$ cat config.mk
export PLATFORM = sky130hd
export DESIGN_NAME = vote_button_arbiter
export DESIGN_NICKNAME = d
export VERILOG_FILES = /design/src/rtl/vote_button_arbiter.sv
export SDC_FILE = /design/constraint.sdc
export NUM_CORES = 1
export LEC_CHECK = 0
export ABC_AREA = 1
export CAP_MARGIN = 0
export CORE_MARGIN = 4
export CORE_UTILIZATION = 44
export DETAILED_ROUTE_END_ITERATION = 10
export SYNTH_ARGS = -nofsm -noshare
export SYNTH_HDL_FRONTEND = slang
export SYNTH_SLANG_ARGS = --single-unit
$ cat constraint.sdc
create_clock -name clock -period 6.45 [get_ports clock]
set_input_delay 1.29 -clock clock [delete_from_list [all_inputs] [get_ports clock]]
set_output_delay 1.29 -clock clock [all_outputs]
set_load 0.05 [all_outputs]
$ cat src/rtl/vote_button_arbiter.sv
// Multi-channel vote qualifier: accepts a vote when exactly one synchronised
// button is held for HOLD_CYCLES clocks while enabled; flags multi-press attempts.
module vote_button_arbiter #(
  parameter int NUM_CH      = 4,
  parameter int CH_W        = 2,
  parameter int HOLD_CYCLES = 100000000,
  parameter int CNT_W       = 31,
  parameter int TOTAL_W     = 16
) (
  input  logic               clock,
  input  logic               reset,
  input  logic               enable,
  input  logic [NUM_CH-1:0]  button,
  output logic               vote_valid,
  output logic [CH_W-1:0]    vote_ch,
  output logic               multi_press,
  output logic               busy,
  output logic [TOTAL_W-1:0] vote_total
);

  typedef enum logic [1:0] {IDLE, QUALIFY, FIRE, LOCKOUT} state_t;

  state_t              state_q, state_d;
  logic [NUM_CH-1:0]   sync1_q, s_q;
  logic [CNT_W-1:0]    cnt_q, cnt_d;
  logic [CH_W-1:0]     ch_q, ch_d;
  logic [CH_W-1:0]     vote_ch_q, vote_ch_d;
  logic [TOTAL_W-1:0]  total_q, total_d;
  logic                vote_valid_q, vote_valid_d;
  logic                multi_q, multi_d;
  logic                busy_q, busy_d;

  logic [CH_W:0]       pop_cnt;
  logic [CH_W-1:0]     idx;
  logic [NUM_CH-1:0]   ch_mask;
  logic                one, many, none;

  always_comb begin
    pop_cnt = '0;
    idx     = '0;
    for (int i = 0; i < NUM_CH; i++) begin
      pop_cnt = pop_cnt + (CH_W+1)'(s_q[i]);
      if (s_q[i]) idx = CH_W'(i);
    end
  end

  assign one     = (pop_cnt == (CH_W+1)'(1));
  assign many    = (pop_cnt >= (CH_W+1)'(2));
  assign none    = (s_q == '0);
  assign ch_mask = NUM_CH'(1) << ch_q;

  always_comb begin
    state_d      = state_q;
    cnt_d        = cnt_q;
    ch_d         = ch_q;
    vote_ch_d    = vote_ch_q;
    total_d      = total_q;
    vote_valid_d = 1'b0;
    multi_d      = 1'b0;
    case (state_q)
      IDLE: begin
        if (enable && one) begin
          state_d = QUALIFY;
          cnt_d   = '0;
          ch_d    = idx;
        end else if (enable && many) begin
          state_d = LOCKOUT;
          multi_d = 1'b1;
        end
      end
      QUALIFY: begin
        // A second button wins over hold completion in the same cycle.
        if (many) begin
          state_d = LOCKOUT;
          multi_d = 1'b1;
        end else if (!enable) begin
          state_d = LOCKOUT;
        end else if (none) begin
          state_d = IDLE;
        end else if (s_q != ch_mask) begin
          state_d = LOCKOUT;
          multi_d = 1'b1;
        end else if (cnt_q == CNT_W'(HOLD_CYCLES-1)) begin
          // Strobe, channel and total are registered on entry so they are visible during FIRE.
          state_d      = FIRE;
          vote_valid_d = 1'b1;
          vote_ch_d    = ch_q;
          total_d      = (&total_q) ? total_q : total_q + TOTAL_W'(1);
        end else begin
          cnt_d = cnt_q + CNT_W'(1);
        end
      end
      FIRE:    state_d = LOCKOUT;
      LOCKOUT: if (none) state_d = IDLE;
      default: state_d = IDLE;
    endcase
    busy_d = (state_d != IDLE);
  end

  always_ff @(posedge clock or negedge reset) begin
    if (!reset) begin
      sync1_q      <= '0;
      s_q          <= '0;
      state_q      <= IDLE;
      cnt_q        <= '0;
      ch_q         <= '0;
      vote_ch_q    <= '0;
      total_q      <= '0;
      vote_valid_q <= 1'b0;
      multi_q      <= 1'b0;
      busy_q       <= 1'b0;
    end else begin
      sync1_q      <= button;
      s_q          <= sync1_q;
      state_q      <= state_d;
      cnt_q        <= cnt_d;
      ch_q         <= ch_d;
      vote_ch_q    <= vote_ch_d;
      total_q      <= total_d;
      vote_valid_q <= vote_valid_d;
      multi_q      <= multi_d;
      busy_q       <= busy_d;
    end
  end

  assign vote_valid  = vote_valid_q;
  assign vote_ch     = vote_ch_q;
  assign multi_press = multi_q;
  assign busy        = busy_q;
  assign vote_total  = total_q;

endmodule
==> results by group <==
Route
  – Vias: 3538
  – Drt via density: 4.96
  – Drt initial violations: 120
  – Drt pass-1 iters: 4
  – Routed WL per cell: 12.7 um
  – Routed WL: 9040 um
  – Post-route ant nets: 0
  – DRC: 0

Finish
  – Fraction of layout cells with a size suffix above 1: 5.12%
  – Nets: 616
  – Layout Utilization: 51.3%
  – Inserted Diodes: 0
  – Area Growth Syn to Fin: 12.5%
  – Final cell count without fillers: 714

Clocking
  – # H-tree levels: 3
  – CTS resizes: 0
  – Worst skew pair latency: 340 ps
  – TritonCTS buffer count: 9
  – Clock slew at reported path FFs: 80 ps
  – Sinks on the clock net: 64
  – Hold-fix buffers at CTS: 0
  – Setup repair bufs after CTS: 0
  – CTS tree: done
  – Max Root-Sink Buffers: 2
  – Clock root buffer: clkbuf_8

Floorplan
  – Initial core utilization: 45.6%
  – Core area: 0.00876 mm2
  – Top Ports: 28
  – # rows: 34
  – Die width: 103 um
  – Die Y: 103 um
  – DIE AREA: 0.0107 mm2

Global route
  – GRT Util Overall: 18.6%
  – First-pass GRT wire length: 15900 um
  – Total congestion overflow: 0
  – Vias in the first global route: 3492
  – Largest net degree at the start of global routing: 65
  – Antenna violations before repair: 0

STA
  – Setup TNS: 0 ps
  – RSZ-0062 raised after global routing: no
  – Final setup fails: 0
  – Worst slew pin tran: 1210 ps
  – Final clock skew: 12.2 ps
  – Relative slew slack: 19.0%
  – Fin. Hold Viols: 0
  – Maximum clock rate: 343 MHz
  – Final period util: 45.2%
  – Final worst setup slack: 3530 ps
  – Final min period: 2920 ps
  – Max-slew violations: 0

Worst setup path
  – CP required: 5160 ps
  – Worst r2r src: s_q[0]
  – CP bufs+invs: 1
  – Crit path largest cell delay: 840 ps
  – Setup crit start: vote_total[14]
  – Crit-path cells: clkdlybuf4s50_1
  – Critical Path Sink Type: output port
  – Startpoint Class: flop
  – Critical Path Fanout Max: 5
  – CP Class: flop to output port
  – Arrival time at the worst endpoint: 1630 ps
  – CP max-delay cell: clkdlybuf4s50_1
  – Cell family with most CP delay: buffers and inverters

Logic synthesis
  – Synth Cell Area: 0.00400 mm2
  – Syn avg cell area: 6.96 um2
  – Yosys reg bits: 64
  – Post-synth top area share: 40.1%
  – Post-synth cell types: 31
  – Synth Flop Type: dfrtp_1
  – EDFF count, synth: 0
  – Fraction of registers with async set/reset: 100%
  – Largest family of logic cells by synthesized area: simple AND/OR/NAND/NOR gates
  – Seq/Total Area, Yosys: 40.1%
  – Synth Warn #: 0
  – Most common library cells after synthesis: 210 x nand2_1, 87 x nor2_1, 64 x dfrtp_1
  – Xor and xnor fraction of the mapped netlist area: 5.70%
  – Mux cell area share after synthesis: 0%
  – Most common cell in the synthesized netlist: nand2_1
  – Simple-Gate Fraction of Synth Area: 39.2%
  – Syn_nets: 588
  – Synth area leader: dfrtp_1
  – Syn Inst Count: 574
  – Adder-Cell Fraction of Synth Area: 2.38%
  – Compound-gate portion of the synthesized area: 5.76%
  – Area contributors post-synth: dfrtp_1 40%, nand2_1 20%, nor2_1 8.2%

Hold path
  – Hold Crit Start: sync1_q[2]
  – Min-Delay Path Class: flop to flop

Place
  – Gpl congestion: 0.818
  – Post-Place Cells: 699
  – Port Buf Inserts: 27
  – Post-DP HPWL: 6520 um
  – Place WS: 3300 ps

Pwr
  – Pwr dens: 213 mW/mm2
  – Part of the power in registers: 46.3%
  – Switching Fraction: 33.6%
  – P_int: 0.635 mW
  – Gate power share: 18.5%
  – Leak: 2.05 nW
  – P_sw: 0.322 mW
  – Peak VDD IR: 116 uV
  – Total power: 0.956 mW
  – Clock power frac: 35.2%

Flow run
  – Max-Cap Viols: 0

Run status
  – Outcome: completed
## registers in the layout, summed over array words and instances (netlist names)
signal	cells
vote_valid	1
s_q	4
sync1_q	4
vote_total	16
cnt_q	31
state_q	2
multi_press	1
ch_q	2
busy	1
vote_ch	2
## through the flow
stage	cell area (um2)	hold WS (ps)
final	4490	351
after global routing	4490	355
after CTS	4490	354
after detailed placement	4310	335
after global placement	4310	332
after floorplan	4000	331
## layer usage
layer	global-route usage (%)	vias to the layer above	routed length (um)	share of wire [%]
met4	7.07	0	170	1.9
li1	-	1859	-	-
met1	23.7	1602	4190	46
met2	32.1	62	4320	48
met3	2.75	15	361	4.0
met5	0	-	0	0
## layout make-up
type / count / area [um2]
Multi-Input combinational cell: 451 / 2120
Clock buffer: 9 / 124
Tap cell: 108 / 135
Fill cell: 879 / 4270
Sequential cell: 64 / 1600
Clock inverter: 6 / 61.3
Timing Repair Buffer: 28 / 273
Inverter: 48 / 180
## cells in the final DEF, fill, tap and decap left out, types with 3 or more instances in the layout
| master | count |
|---|---|
| ha_1 | 6 |
| o21ai_0 | 7 |
| inv_1 | 45 |
| nor2_2 | 3 |
| o21ai_1 | 25 |
| nand3_1 | 56 |
| xnor2_1 | 4 |
| clkdlybuf4s50_1 | 26 |
| a21o_1 | 7 |
| dfrtp_1 | 64 |
| xor2_1 | 22 |
| clkinv_2 | 3 |
| clkbuf_8 | 9 |
| nor2_1 | 87 |
| nor3_1 | 6 |
| nand2_1 | 210 |
## cells by family (layout without fill, tap and decap cells)
family / Yosys count / after routing
AO/OA/AOI/OAI: 42 / 42
XOR/XNOR: 26 / 26
adder cells (fa/ha/maj): 7 / 7
buffers and inverters: 59 / 91
flip-flops: 64 / 64
AND/OR/NAND/NOR: 376 / 376
## worst paths after layout
| check | endpoint | slack, ps | cells past startpoint |
|---|---|---|---|
| setup / recovery | vote_total[14] | 3530 | 1 |
| hold / removal | s_q[2] | 350 | 0 |
| setup reg to reg | cnt_q[11] | 3550 | 13 |
| hold reg to reg | s_q[2] | 350 | 0 |
| max in group asynchronous | cnt_q[23] | 4780 | 2 |
| min in group asynchronous | vote_total[5] | 1090 | 2 |
## power groups by stage
stage	Clock (mW)	Combinational [mW]	Sequential [mW]
after floorplan	0	0.148	0.453
after global placement	0	0.175	0.450
after detailed placement	0	0.179	0.450
after CTS	0.352	0.180	0.442
after global routing	0.365	0.198	0.446
final	0.337	0.177	0.443
Power figures use the tool's default switching activity.
